===== config.mk =====
export PLATFORM = sky130hd
export DESIGN_NAME = uart_tx_fifo
export DESIGN_NICKNAME = d
export VERILOG_FILES = /design/src/rtl/uart_pkg.sv /design/src/rtl/uart_baud_tick.sv /design/src/rtl/uart_tx_fifo.sv
export SDC_FILE = /design/constraint.sdc
export NUM_CORES = 1
export LEC_CHECK = 0
export CAP_MARGIN = 15
export CORE_MARGIN = 4
export CORE_UTILIZATION = 50
export CTS_CLUSTER_DIAMETER = 40
export DETAILED_ROUTE_END_ITERATION = 10
export PLACE_DENSITY = 0.68
export SETUP_SLACK_MARGIN = 0.02
export SYNTH_ARGS = -nofsm -noshare
export SYNTH_HDL_FRONTEND = slang
export SYNTH_SLANG_ARGS = --single-unit

===== constraint.sdc =====
create_clock -name clk -period 8.1 [get_ports clk]
set_clock_uncertainty 0.15 [all_clocks]
set_input_delay 1.62 -clock clk [delete_from_list [all_inputs] [get_ports clk]]
set_output_delay 1.62 -clock clk [all_outputs]
set_load 0.05 [all_outputs]

===== src/rtl/uart_pkg.sv =====
// ---------------------------------------------------------------------------
// uart_pkg
// Shared definitions for the UART transmitter family: parity and FSM state
// enums, the 16x oversampling constant and the baud divisor table.
// The divisors assume a 50 MHz system clock:
//   divisor = round(50e6 / (16 * baud)) cycles per oversample tick.
// ---------------------------------------------------------------------------
package uart_pkg;

  localparam int OVERSAMPLE = 16;
  localparam int TICK_W     = $clog2(OVERSAMPLE);
  // Widest divisor is 10417 (300 baud), which needs 14 bits.
  localparam int DIV_W      = 14;

  typedef enum logic [1:0] {
    PAR_NONE,
    PAR_EVEN,
    PAR_ODD
  } parity_e;

  typedef enum logic [2:0] {
    ST_IDLE,
    ST_START,
    ST_DATA,
    ST_PARITY,
    ST_STOP
  } tx_state_e;

  // Cycles per oversample tick for each 3-bit rate code.
  function automatic logic [DIV_W-1:0] baud_div(input logic [2:0] sel);
    logic [DIV_W-1:0] d;
    d = 14'd27;
    case (sel)
      3'd0: d = 14'd10417;  //    300 baud
      3'd1: d = 14'd2604;   //   1200 baud
      3'd2: d = 14'd651;    //   4800 baud
      3'd3: d = 14'd326;    //   9600 baud
      3'd4: d = 14'd163;    //  19200 baud
      3'd5: d = 14'd81;     //  38400 baud
      3'd6: d = 14'd54;     //  57600 baud
      3'd7: d = 14'd27;     // 115200 baud
      default: d = 14'd27;
    endcase
    return d;
  endfunction

  // Parity bit for up to 9 data bits; narrower words are zero-padded, which
  // leaves the XOR unchanged. Even mode makes data+parity carry an even
  // number of ones, odd mode an odd number.
  function automatic logic parity_bit(input logic [8:0] data, input parity_e mode);
    logic p;
    p = ^data;
    if (mode == PAR_ODD) p = ~p;
    return p;
  endfunction

endpackage


===== src/rtl/uart_baud_tick.sv =====
// ---------------------------------------------------------------------------
// uart_baud_tick
// Divisor counter producing a one-cycle tick every `div` clock cycles.
// A synchronous restart zeroes the count so the first tick arrives exactly
// `div` cycles after the restart edge.
// Ports:
//   clk      in   system clock
//   reset    in   asynchronous, active-high
//   restart  in   synchronous restart of the count
//   div      in   cycles per tick (>= 1)
//   tick     out  high for one cycle when the count reaches div-1
// ---------------------------------------------------------------------------
module uart_baud_tick #(
  parameter int CNT_W = 14
) (
  input  logic             clk,
  input  logic             reset,
  input  logic             restart,
  input  logic [CNT_W-1:0] div,
  output logic             tick
);

  localparam logic [CNT_W-1:0] ONE = CNT_W'(1);

  logic [CNT_W-1:0] cnt;

  assign tick = (cnt == div - ONE);

  // NOTE: clocked state is updated with non-blocking assignments so every
  // register samples its inputs from before the edge, independent of order.
  always_ff @(posedge clk or posedge reset) begin
    if (reset) begin
      cnt <= '0;
    end else if (restart || tick) begin
      cnt <= '0;
    end else begin
      cnt <= cnt + ONE;
    end
  end

endmodule


===== src/rtl/uart_tx_fifo.sv =====
// ---------------------------------------------------------------------------
// uart_tx_fifo
// Buffered UART transmitter. Host writes land in a FIFO_DEPTH-entry circular
// buffer; the frame FSM pops words and serialises them onto txd as
//   start(0), DATA_W data bits LSB first, optional parity, STOP_BITS stop(1).
// Every bit lasts OVERSAMPLE ticks of the divisor latched at frame start.
// Ports:
//   clk          in   system clock (50 MHz)
//   reset        in   asynchronous, active-high
//   tx_data      in   word to enqueue
//   baud_select  in   rate code, sampled at each frame start
//   tx_wr        in   write strobe, rising edge enqueues tx_data
//   tx_en        in   allows the FSM to pop and start frames
//   txd          out  serial line, idle high, registered
//   tx_busy      out  FSM not in IDLE
//   tx_full      out  FIFO full
//   tx_empty     out  FIFO empty
//   tx_level     out  entries held
//   tx_overflow  out  one-cycle pulse when a write edge hits a full FIFO
// ---------------------------------------------------------------------------
module uart_tx_fifo
  import uart_pkg::*;
#(
  parameter int      DATA_W     = 8,
  parameter int      FIFO_DEPTH = 4,
  parameter parity_e PARITY     = PAR_EVEN,
  parameter int      STOP_BITS  = 1
) (
  input  logic                        clk,
  input  logic                        reset,
  input  logic [DATA_W-1:0]           tx_data,
  input  logic [2:0]                  baud_select,
  input  logic                        tx_wr,
  input  logic                        tx_en,
  output logic                        txd,
  output logic                        tx_busy,
  output logic                        tx_full,
  output logic                        tx_empty,
  output logic [$clog2(FIFO_DEPTH):0] tx_level,
  output logic                        tx_overflow
);

  localparam int AW    = $clog2(FIFO_DEPTH);
  localparam int BIT_W = 4;  // counts up to 9 data bits or 2 stop bits

  localparam logic [AW:0]       PTR_ONE  = (AW+1)'(1);
  localparam logic [TICK_W-1:0] TICK_ONE = TICK_W'(1);
  localparam logic [TICK_W-1:0] TICK_MAX = TICK_W'(OVERSAMPLE-1);
  localparam logic [BIT_W-1:0]  BIT_ONE  = BIT_W'(1);
  localparam logic [BIT_W-1:0]  LAST_DATA = BIT_W'(DATA_W-1);
  localparam logic [BIT_W-1:0]  LAST_STOP = BIT_W'(STOP_BITS-1);

  // -------------------------------------------------------------------------
  // Write port: strobe and data are registered together, the edge is found
  // between the last two samples.
  // -------------------------------------------------------------------------
  logic              tx_wr_q, tx_wr_q2;
  logic [DATA_W-1:0] wr_data_q;
  logic              wr_edge;

  assign wr_edge = tx_wr_q & ~tx_wr_q2;

  // -------------------------------------------------------------------------
  // FIFO: pointers carry one extra wrap bit so full and empty are distinct
  // when the index bits match.
  // -------------------------------------------------------------------------
  logic [DATA_W-1:0] mem [FIFO_DEPTH];
  logic [AW:0]       wr_ptr, rd_ptr;
  logic              fifo_empty, fifo_full;
  logic              push, pop;
  logic [DATA_W-1:0] head;

  assign fifo_empty = (wr_ptr == rd_ptr);
  assign fifo_full  = (wr_ptr[AW] != rd_ptr[AW]) &&
                      (wr_ptr[AW-1:0] == rd_ptr[AW-1:0]);
  // Full is the registered state: a pop in the same cycle does not make room.
  assign push       = wr_edge & ~fifo_full;
  assign head       = mem[rd_ptr[AW-1:0]];

  assign tx_empty = fifo_empty;
  assign tx_full  = fifo_full;
  assign tx_level = wr_ptr - rd_ptr;

  always_ff @(posedge clk or posedge reset) begin
    if (reset) begin
      tx_wr_q     <= 1'b0;
      tx_wr_q2    <= 1'b0;
      wr_data_q   <= '0;
      wr_ptr      <= '0;
      rd_ptr      <= '0;
      tx_overflow <= 1'b0;
    end else begin
      tx_wr_q     <= tx_wr;
      tx_wr_q2    <= tx_wr_q;
      wr_data_q   <= tx_data;
      tx_overflow <= wr_edge & fifo_full;
      if (push) wr_ptr <= wr_ptr + PTR_ONE;
      if (pop)  rd_ptr <= rd_ptr + PTR_ONE;
    end
  end

  // NOTE: the storage array has no reset; pointer reset alone empties the
  // FIFO, and leaving the array unreset lets it map onto plain RAM.
  always_ff @(posedge clk) begin
    if (push) mem[wr_ptr[AW-1:0]] <= wr_data_q;
  end

  // -------------------------------------------------------------------------
  // Oversample tick generator, restarted at each frame start so every bit is
  // exactly OVERSAMPLE * div cycles.
  // -------------------------------------------------------------------------
  logic [DIV_W-1:0] div_q, div_d;
  logic             restart;
  logic             tick;

  uart_baud_tick #(
    .CNT_W (DIV_W)
  ) u_baud_tick (
    .clk     (clk),
    .reset   (reset),
    .restart (restart),
    .div     (div_q),
    .tick    (tick)
  );

  // -------------------------------------------------------------------------
  // Frame FSM
  // -------------------------------------------------------------------------
  tx_state_e         state_q, state_d;
  logic [TICK_W-1:0] tick_cnt_q, tick_cnt_d;
  logic [BIT_W-1:0]  bit_cnt_q, bit_cnt_d;
  logic [DATA_W-1:0] shreg_q, shreg_d;
  logic              par_q, par_d;
  logic              txd_q, txd_d;
  logic              can_start, start_frame, bit_end;

  assign can_start = tx_en & ~fifo_empty;
  assign bit_end   = tick && (tick_cnt_q == TICK_MAX);

  // NOTE: every signal written here gets its default first, so no path can
  // leave one unassigned and infer a latch.
  always_comb begin
    state_d     = state_q;
    tick_cnt_d  = tick_cnt_q;
    bit_cnt_d   = bit_cnt_q;
    shreg_d     = shreg_q;
    par_d       = par_q;
    div_d       = div_q;
    txd_d       = txd_q;
    start_frame = 1'b0;
    pop         = 1'b0;
    restart     = 1'b0;

    // The tick count wraps from OVERSAMPLE-1 to 0 at each bit boundary.
    if (tick) tick_cnt_d = tick_cnt_q + TICK_ONE;

    case (state_q)
      ST_IDLE: begin
        txd_d = 1'b1;
        if (can_start) start_frame = 1'b1;
      end

      ST_START: begin
        if (bit_end) begin
          state_d   = ST_DATA;
          bit_cnt_d = '0;
          txd_d     = shreg_q[0];
        end
      end

      ST_DATA: begin
        if (bit_end) begin
          if (bit_cnt_q == LAST_DATA) begin
            bit_cnt_d = '0;
            if (PARITY == PAR_NONE) begin
              state_d = ST_STOP;
              txd_d   = 1'b1;
            end else begin
              state_d = ST_PARITY;
              txd_d   = par_q;
            end
          end else begin
            bit_cnt_d = bit_cnt_q + BIT_ONE;
            shreg_d   = shreg_q >> 1;
            txd_d     = shreg_d[0];
          end
        end
      end

      ST_PARITY: begin
        if (bit_end) begin
          state_d   = ST_STOP;
          bit_cnt_d = '0;
          txd_d     = 1'b1;
        end
      end

      ST_STOP: begin
        if (bit_end) begin
          if (bit_cnt_q == LAST_STOP) begin
            // Chain straight into the next frame when possible, so there is
            // no idle cycle between back-to-back frames.
            if (can_start) begin
              start_frame = 1'b1;
            end else begin
              state_d = ST_IDLE;
              txd_d   = 1'b1;
            end
          end else begin
            bit_cnt_d = bit_cnt_q + BIT_ONE;
          end
        end
      end

      default: begin
        state_d = ST_IDLE;
        txd_d   = 1'b1;
      end
    endcase

    // Frame start: pop the head word, latch it with its parity and the
    // currently selected divisor, and drive the start bit on the same edge.
    if (start_frame) begin
      pop        = 1'b1;
      restart    = 1'b1;
      state_d    = ST_START;
      txd_d      = 1'b0;
      tick_cnt_d = '0;
      bit_cnt_d  = '0;
      shreg_d    = head;
      par_d      = parity_bit(9'(head), PARITY);
      div_d      = baud_div(baud_select);
    end
  end

  always_ff @(posedge clk or posedge reset) begin
    if (reset) begin
      state_q    <= ST_IDLE;
      tick_cnt_q <= '0;
      bit_cnt_q  <= '0;
      shreg_q    <= '0;
      par_q      <= 1'b0;
      div_q      <= baud_div(3'd7);
      txd_q      <= 1'b1;
    end else begin
      state_q    <= state_d;
      tick_cnt_q <= tick_cnt_d;
      bit_cnt_q  <= bit_cnt_d;
      shreg_q    <= shreg_d;
      par_q      <= par_d;
      div_q      <= div_d;
      txd_q      <= txd_d;
    end
  end

  assign txd     = txd_q;
  assign tx_busy = (state_q != ST_IDLE);

endmodule


==> out/metrics.yaml, run 1 <==
max-cap-violations: 0
netlist_area_mm2: 0.00485
io_buffers: 22
ctsResizeCount: 0
clk_pin_slew_ps: 110
routed_wl_um: 8300
worstMarginPinSlew_ps: 1050
postRouteAntennaNets: 0
grt_pass1_vias: 3014
area_delta_synth_final_pct: 10.4
setup_tns_ps: 0
clk_latency_ps: 360
root_buffer: "clkbuf_8"
globalRoute.totalOverflow: 0
cts_buffers: 9
status: "finished clean"
yosysWarnings: 0
grtUsageTotal_pct: 16.0
dp_hpwl_um: 5980
fmax_mhz: 228
synth.top_cell.area_share_pct: 30.4
fin_util_pct: 57.5
p_clk_share_pct: 30.3
synth_cell_types: 61
die_area_mm2: 0.0113
place_congestion: 0.819
ios: 23
grt_max_degree: 65
clk_path_buf_depth: 2
vias: 3042
fin_hold_ws_ps: 244
setup_violations: 0
die_height_um: 107
pwr-share-seq_pct: 53.6
arrival_ps: 2620
async_flop_share_pct: 66.7
p_leak_nw: 2.21
final_net_count: 473
ys_ff_latch: 96
avgSynthCellArea_um2: 11.6
final_area_mm2: 0.00536
worst_setup_path_start_kind: "flop"
cts-htree-levels: 3
fp-row-count: 35
path_max_fanout: 11
drv_slew: 0
drt-wirelength-per-cell_um: 14.5
antenna_found_initial: 0
layout-drive-gt1-share_pct: 12.2
rsz0062_at_grt: "no"
start_util_pct: 52.0
power_switching_uw: 303
cts_tree: "done"
total_power_mw: 1.01
final-instance-count-excl-fill: 572
cts_hold_buf: 0
finalCritPeriodShare_pct: 54.2
synth_fp_nets: 453
nFillCells: 784
hold_viol_final: 0
required_ps: 6330
mostFrequentLayoutCell: "dfrtp_1"
p_sw_share_pct: 30.0
grt_pass1_wl_um: 14600
yosysTopAreaCell: "dfrtp_1"
p_int_uw: 708
ir_drop_uv: 120
drc: 0
drtIter0Drc: 135
clock_sinks: 96
mostFrequentLayoutCells: "dfrtp_1, nor2_1, nand2_1"
fp.dieW_um: 107
coreArea_mm2: 0.00933
worstHoldPathType: "flop to flop"
slew_headroom_pct: 30.0
placed_cell_area_mm2: 0.00516
fin_crit_ps: 4390
drtPass1Iterations: 4
place_inst: 556
synth_top_cells_by_area: "dfrtp_1, edfxtp_1, ha_1"
synth-edff-count: 32
antenna_cells: 0
ys_seq_area_share_pct: 52.9
path_class: "flop to primary output"
p_per_area_mw_per_mm2: 189
p_comb_share_pct: 16.1
dp_slack_ps: 3920
post_cts_buffers: 0
postSynthCellCount: 418
viasPerCell: 5.32
synth-main-ff-cell: "dfrtp_1"
cp-end-kind: "primary output"
timing.final.ws_setup_ps: 3710
per-layer routing:
layer / up-vias / share of wire (%) / global-route usage [%]
met5: - / 0 / 0
met4: 0 / 1.3 / 5.11
met3: 9 / 2.3 / 2.98
met2: 43 / 50 / 26.9
met1: 1474 / 47 / 20.9
li1: 1516 / - / -
worst paths after layout:
| path | from | to | slack (ps) | depth (start not counted) |
|---|---|---|---|---|
| max reg2reg | div_q[0] | u_baud_tick.cnt[0] | 4240 | 10 |
| min reg2reg | tx_wr_q | tx_wr_q2 | 240 | 0 |
| min in group asynchronous | reset | tx_overflow | 1640 | 3 |
| max | rd_ptr[0] | tx_level[1] | 3710 | 4 |
| min | tx_wr_q | tx_wr_q2 | 240 | 0 |
| max in group asynchronous | reset | u_baud_tick.cnt[6] | 5600 | 3 |
kinds of logic after synthesis:
family                   after synthesis  share of synthesized area, %
XOR/XNOR                              40                          7.22
flip-flops                            96                          52.9
adder cells (fa/ha/maj)               20                          5.31
buffers and inverters                 34                          3.17
AND/OR/NAND/NOR                      143                          15.3
multiplexers                          28                          8.20
AO/OA/AOI/OAI                         57                          7.84
Yosys cell counts, drive strengths merged, types with 5 or more instances:
cell	count
a21oi	13
a31oi	5
and3	6
buf	6
clkbuf	8
dfrtp	59
dfstp	5
edfxtp	32
ha	19
inv	20
mux2	14
mux2i	6
mux4	8
nand2	34
nand2b	7
nand3	18
nand4	5
nor2	39
nor3	7
nor4	6
o21ai	18
or3	5
xnor2	26
xor2	14
layout make-up:
cell class | count | area, um2 | share of cell area, %
Sequential cell | 96 | 2570 | 47.9
Multi-Input combinational cell | 288 | 2130 | 39.8
Timing Repair Buffer | 23 | 228 | 4.25
Tap cell | 129 | 161 | 3.01
Clock buffer | 9 | 124 | 2.31
Inverter | 20 | 75.1 | 1.40
Clock inverter | 7 | 71.3 | 1.33
power groups by stage:
stage	registers, mW	logic, mW	clock network (mW)
6_report	0.542	0.163	0.307
5_1_grt	0.545	0.180	0.338
4_1_cts	0.542	0.167	0.316
3_5_place_dp	0.552	0.166	0
3_3_place_gp	0.551	0.164	0
2_1_floorplan	0.550	0.114	0
critical path: stages (launching register included):
cell and delay [ps]:
dfrtp_1 740, ha_1 280, fa_1 410, inv_1 60
clkdlybuf4s50_1 790
sequential cells by signal, indices dropped and copies added (netlist names):
signal           flops
bit_cnt_q            4
div_q               12
mem                 32
par_q                1
rd_ptr               3
shreg_q              8
state_q              3
tick_cnt_q           4
tx_overflow          1
tx_wr_q              1
tx_wr_q2             1
txd                  1
u_baud_tick.cnt     14
wr_data_q            8
wr_ptr               3
Power figures use the tool's default switching activity.
==> inputs of run 2 (changes only) <==
--- a/config.mk
+++ b/config.mk
@@ -10,7 +10,7 @@
 export CORE_UTILIZATION = 50
 export CTS_CLUSTER_DIAMETER = 40
 export DETAILED_ROUTE_END_ITERATION = 10
-export PLACE_DENSITY = 0.68
+export PLACE_DENSITY = 0.71
 export SETUP_SLACK_MARGIN = 0.02
 export SYNTH_ARGS = -nofsm -noshare
 export SYNTH_HDL_FRONTEND = slang
==> constraint.sdc (replaced) <==
create_clock -name clk -period 3.6 [get_ports clk]
set_clock_uncertainty 0.15 [all_clocks]
set_input_delay 0.72 -clock clk [delete_from_list [all_inputs] [get_ports clk]]
set_output_delay 0.72 -clock clk [all_outputs]
set_load 0.05 [all_outputs]
==> run 2 against run 1 <==
Critical path depth rose by 6. Combinational power is 130% higher. Sequential share of layout area shrank 0.80 points. Worst setup slack worse by 3500 ps. Routed wire length up 7.1%. First-iteration DRC count grew 35%. Die area did not move. Largest cell class unchanged.
==> out/metrics.yaml, run 2 (same netlist as run 1, synthesis figures left out) <==
status: "finished clean"  # unchanged
total_power_mw: 2.32  # was 1.01 mW
area_delta_synth_final_pct: 12.3  # was 10.4%
worstMarginPinSlew_ps: 538  # was 1050 ps
fin_crit_ps: 3390
grt_pass1_vias: 3194  # was 3014
drtIter0Drc: 182  # was 135
root_buffer: "clkbuf_8"  # unchanged
p_leak_nw: 2.27  # was 2.21 nW
place_inst: 561  # was 556
wl_met2_um: 4350  # was 4130 um
fp-row-count: 35  # unchanged
final_area_mm2: 0.00545  # was 0.00536 mm2
setup_violations: 0  # unchanged
largest_reg_flops: 32  # unchanged
mostFrequentLayoutCells: "dfrtp_1, nor2_1, nand2_1"  # unchanged
vias: 3129  # was 3042
die_height_um: 107  # unchanged
antenna_cells: 0  # unchanged
clk_pin_slew_ps: 110  # about the same
dp_hpwl_um: 6280  # was 5980 um
ios: 23  # unchanged
cts_tree: "done"  # unchanged
max-cap-violations: 0  # unchanged
clk_path_buf_depth: 2  # unchanged
hold_viol_final: 0  # unchanged
wl_met3_um: 361  # was 191 um
clk_latency_ps: 360  # about the same
path_class: "flop to flop"  # was flop to primary output
postRouteAntennaNets: 0  # unchanged
grt_max_degree: 26  # was 65
io_buffers: 22  # unchanged
worstReg2RegStart: "div_q[0]"  # unchanged
finalCritPeriodShare_pct: 94.3
globalRoute.totalOverflow: 0  # unchanged
setup_tns_ps: 0  # unchanged
final_net_count: 481  # was 473
cts_buffers: 9  # unchanged
start_util_pct: 52.0  # unchanged
hold_end: "tx_wr_q2"  # unchanged
drt-wirelength-per-cell_um: 15.3  # was 14.5 um
die_area_mm2: 0.0113  # unchanged
placed_cell_area_mm2: 0.00520  # was 0.00516 mm2
ir_drop_uv: 739  # was 120 uV
grt_pass1_wl_um: 15200  # was 14600 um
min_path_cells: 0  # unchanged
fp.dieW_um: 107  # unchanged
cp-end-kind: "flop"  # was primary output
arrival_ps: 3500  # was 2620 ps
layout-drive-gt1-share_pct: 13.7  # was 12.2%
r2r-end: "shreg_q[2]"  # was u_baud_tick.cnt[0]
viasPerCell: 5.39  # was 5.32
antenna_found_initial: 0  # unchanged
grtUsageTotal_pct: 16.7  # was 16.0%
worst_setup_path_start_kind: "flop"  # unchanged
mostFrequentLayoutCell: "dfrtp_1"  # unchanged
coreArea_mm2: 0.00933  # unchanged
rsz0062_at_grt: "no"  # unchanged
worstHoldPathType: "flop to flop"  # unchanged
cts_hold_buf: 0  # unchanged
nFillCells: 760  # was 784
hp-start: "tx_wr_q"  # unchanged
fmax_mhz: 295
met1_length_um: 4120  # was 3870 um
drtPass1Iterations: 5  # was 4
path_max_fanout: 8  # was 11
final-instance-count-excl-fill: 580  # was 572
place_congestion: 0.866  # was 0.819
required_ps: 3710  # was 6330 ps
r2r_cells: 10  # unchanged
drc: 0  # unchanged
drv_slew: 0  # unchanged
routed_wl_um: 8890  # was 8300 um
slew_headroom_pct: 63.8  # was 30.0%
p_per_area_mw_per_mm2: 425  # was 189 mW/mm2
highest_layer: "met4"  # unchanged
r2r_setup_slack_ps: 210  # was 4240 ps
cts-htree-levels: 3  # unchanged
clock_sinks: 96  # unchanged
==> run 2: worst max path at each step <==
stage	start	endpoint	slack [ps]	cells past startpoint
finish	div_q[0]	shreg_q[2]	210	10
global route	div_q[0]	shreg_q[5]	20	10
CTS	div_q[0]	u_baud_tick.cnt[4]	130	10
detailed placement	div_q[1]	shreg_q[4]	200	10
global placement	div_q[0]	shreg_q[4]	290	10
floorplan	div_q[0]	shreg_q[1]	490	11
==> run 2: what timing repair did <==
item / 4_1_cts / 5_1_grt
setup buffers: 0 / 2
gates resized for setup: 0 / 1
hold endpoints to repair: 0 / 0
setup endpoints to repair: 0 / 20
==> run 2: cell type report <==
type / instances / area [um2] / area share, %
Clock buffer: 9 / 124 / 2.27
Clock inverter: 7 / 93.8 / 1.72
Inverter: 20 / 75.1 / 1.38
Multi-Input combinational cell: 289 / 2150 / 39.4
Sequential cell: 96 / 2570 / 47.1
Tap cell: 129 / 161 / 2.96
Timing Repair Buffer: 30 / 280 / 5.14
==> run 2: power by group <==
part	internal [mW]	switching, mW
registers	1.19	0.0276
clock network	0.284	0.439
logic	0.132	0.244
total	1.61	0.711
==> run 2: critical path, cell delays in order (launching register included) <==
cell	delay (ps)
dfstp_2	590
inv_1	70
ha_1	240
or3b_4	270
nor4_2	50
or3_1	320
a22o_1	260
nor3_4	410
nand3_2	220
o21ai_4	330
mux2_2	370
==> run 2: metal layers <==
layer / track usage [%] / vias up
met1: 22.9 / 1538
met4: 3.93 / 0
met5: 0 / -
met2: 27.2 / 60
met3: 3.58 / 4
li1: - / 1527
==> run 2: per-stage QoR <==
step	hold WS, ps	utilization [%]	setup slack, ps
global placement	213	55.8	291
global route	265	58.4	19.3
finish	248	58.4	207
floorplan	205	-	486
detailed placement	229	55.8	199
CTS	256	58.1	130
==> inputs of run 3 (changes only) <==
--- a/config.mk
+++ b/config.mk
@@ -6,12 +6,14 @@
 export NUM_CORES = 1
 export LEC_CHECK = 0
 export CAP_MARGIN = 15
-export CORE_MARGIN = 4
+export CORE_MARGIN = 2
 export CORE_UTILIZATION = 50
 export CTS_CLUSTER_DIAMETER = 40
 export DETAILED_ROUTE_END_ITERATION = 10
 export PLACE_DENSITY = 0.71
 export SETUP_SLACK_MARGIN = 0.02
+export SLEW_MARGIN = 20
 export SYNTH_ARGS = -nofsm -noshare
 export SYNTH_HDL_FRONTEND = slang
+export SYNTH_HIERARCHICAL = 1
 export SYNTH_SLANG_ARGS = --single-unit
==> run 3 against run 2 <==
Routed wire length up 16%. Final cell count up 8.1%. Synthesized cell count up 6.9%. Flip-flop and latch count unchanged. Utilization up 1.6 points. Die area down 3.8%. Clock power up 0.7%.
==> out/metrics.yaml, run 3 <==
status: "finished clean"  # unchanged
setup_violations: 0  # unchanged
avgSynthCellArea_um2: 11.3  # was 11.6 um2
globalRoute.totalOverflow: 0  # unchanged
grt_max_degree: 45  # was 26
drv_slew: 0  # unchanged
clk_path_buf_depth: 2  # unchanged
p_leak_nw: 2.40  # was 2.27 nW
dp_slack_ps: 118  # was 199 ps
final_net_count: 524  # was 481
antenna_cells: 0  # unchanged
clk_latency_ps: 380  # was 360 ps
postSynthCellCount: 447  # was 418
async_flop_share_pct: 66.7  # unchanged
antenna_found_initial: 0  # unchanged
synth-main-ff-cell: "dfrtp_1"  # unchanged
path_class: "flop to flop"  # unchanged
cts_tree: "done"  # unchanged
place_congestion: 0.862  # was 0.866
arrival_ps: 3700  # was 3500 ps
synth.top_cell.area_share_pct: 29.2  # was 30.4%
fin_crit_ps: 3590  # was 3390 ps
clk_pin_slew_ps: 100  # was 110 ps
cp-end-kind: "flop"  # unchanged
io_buffers: 22  # unchanged
grtUsageTotal_pct: 19.3  # was 16.7%
drtIter0Drc: 275  # was 182
slew_headroom_pct: 41.8  # was 63.8%
drtPass1Iterations: 5  # unchanged
synth_top_cells_by_area: "dfrtp_1, edfxtp_1, ha_1"  # unchanged
hold_viol_final: 0  # unchanged
fp.dieW_um: 104  # was 107 um
die_area_mm2: 0.0109  # was 0.0113 mm2
die_height_um: 104  # was 107 um
viasPerCell: 5.76  # was 5.39
synth-edff-count: 32  # unchanged
rsz0062_at_grt: "yes"  # was no
synthTopCellsByCount: "dfrtp_1, edfxtp_1, nand2_1"  # was dfrtp_1, nor2_1, nand2_1
mostFrequentLayoutCells: "dfrtp_1, edfxtp_1, nand2_1, nor2_1, xnor2_1"  # was dfrtp_1, nor2_1, nand2_1
dp_hpwl_um: 6920  # was 6280 um
ys_ff_latch: 96  # unchanged
yosysTopAreaCell: "dfrtp_1"  # unchanged
postRouteAntennaNets: 0  # unchanged
start_util_pct: 51.7  # was 52.0%
required_ps: 3710  # about the same
vias: 3609  # was 3129
mostFrequentLayoutCell: "dfrtp_1"  # unchanged
finalCritPeriodShare_pct: 99.6  # was 94.3%
fp-row-count: 36  # was 35
worst_setup_path_start_kind: "flop"  # unchanged
synth_cell_types: 64  # was 61
total_power_mw: 4.57  # was 2.32 mW
drt-wirelength-per-cell_um: 16.5  # was 15.3 um
timing.final.ws_setup_ps: 13.5  # was 207 ps
routed_wl_um: 10300  # was 8890 um
synth.most_common_cell: "dfrtp_1"  # unchanged
grt_pass1_vias: 3438  # was 3194
worstMarginPinSlew_ps: 873  # was 538 ps
cts_buffers: 9  # unchanged
ir_drop_uv: 824  # was 739 uV
setup_tns_ps: 0  # unchanged
largest_reg_flops: 32  # unchanged
layout-drive-gt1-share_pct: 16.6  # was 13.7%
p_per_area_mw_per_mm2: 778  # was 425 mW/mm2
area_delta_synth_final_pct: 16.3  # was 12.3%
path_max_fanout: 6  # was 8
grt_pass1_wl_um: 16800  # was 15200 um
clock_sinks: 96  # unchanged
worstHoldPathType: "flop to flop"  # unchanged
coreArea_mm2: 0.00977  # was 0.00933 mm2
ys_seq_area_share_pct: 50.9  # was 52.9%
max-cap-violations: 0  # unchanged
drc: 0  # unchanged
cts-htree-levels: 3  # unchanged
root_buffer: "clkbuf_8"  # unchanged
fmax_mhz: 279  # was 295 MHz
yosysWarnings: 18  # was 0
netlist_area_mm2: 0.00505  # was 0.00485 mm2
ios: 23  # unchanged
run 3: what timing repair did:
action / in CTS / in global routing
gates resized for setup: 0 / 15
setup endpoints to repair: 0 / 31
hold buffers: 0 / 0
hold endpoints to repair: 0 / 0
setup buffers: 0 / 4
run 3: power by group:
part	total [mW]	leakage [nW]	switching (mW)	internal, mW
Clock	0.728	0.107	0.445	0.283
Sequential	1.66	1.09	0.263	1.40
Combinational	2.18	1.20	1.23	0.956
Total	4.57	2.40	1.93	2.63
run 3: through the flow:
stage / cell area (um2) / util (%) / hold slack [ps] / std cells
2_1_floorplan: 5090 / - / 205 / 455
3_3_place_gp: 5490 / 56.1 / 215 / 604
3_5_place_dp: 5490 / 56.1 / 221 / 604
4_1_cts: 5700 / 58.3 / 245 / 620
5_1_grt: 5870 / 60.1 / 265 / 627
6_report: 5870 / 60.1 / 242 / 627
run 3: per-layer routing:
layer,share of wire (%),vias up,global-route usage (%)
met2,48,100,29.9
li1,-,1698,-
met4,1.2,0,6.56
met5,0,-,0
met3,5.1,9,3.51
met1,46,1802,27.4
run 3: final timing paths:
check / startpoint / depth (start not counted) / endpoint / slack, ps
setup / recovery: div_q[2] / 11 / div_q[8] / 10
hold / removal: tx_wr_q / 0 / tx_wr_q2 / 240
setup reg to reg: div_q[2] / 11 / div_q[8] / 10
hold reg to reg: tx_wr_q / 0 / tx_wr_q2 / 240
max in group asynchronous: reset / 3 / div_q[4] / 2000
min in group asynchronous: reset / 2 / bit_cnt_q[3] / 590
run 3: final cells by class:
type                       instances  area [um2]
clock buffer                       9         124
clock inverter                     7        88.8
fill                             802        3900
inverter                          23        86.3
multi-input combinational        317        2400
sequential                        96        2570
tap                              133         166
timing repair buffer              42         439
run 3: critical path: stages, from the launching register on:
cell,delay [ps]
dfrtp_1,400
or4_4,570
or2_4,290
a2111o_1,430
a2bb2oi_2,130
o2111a_2,230
and4_4,250
a21boi_4,70
nor4_4,330
buf_6,180
buf_12,120
mux2_2,320
run 3: cell families (layout without fill, tap and decap cells):
| kind of cell | count (synthesis) | in the layout | share of synthesized area (%) |
|---|---|---|---|
| buf+inv | 42 | 81 | 3.54 |
| mux | 25 | 25 | 7.09 |
| simple gates | 138 | 138 | 14.9 |
| flops | 96 | 96 | 50.9 |
| xor+xnor | 41 | 41 | 7.11 |
| fa+ha+maj | 20 | 20 | 5.10 |
| compound gates | 84 | 84 | 11.3 |
| other cells | 1 | 9 | 0.0743 |
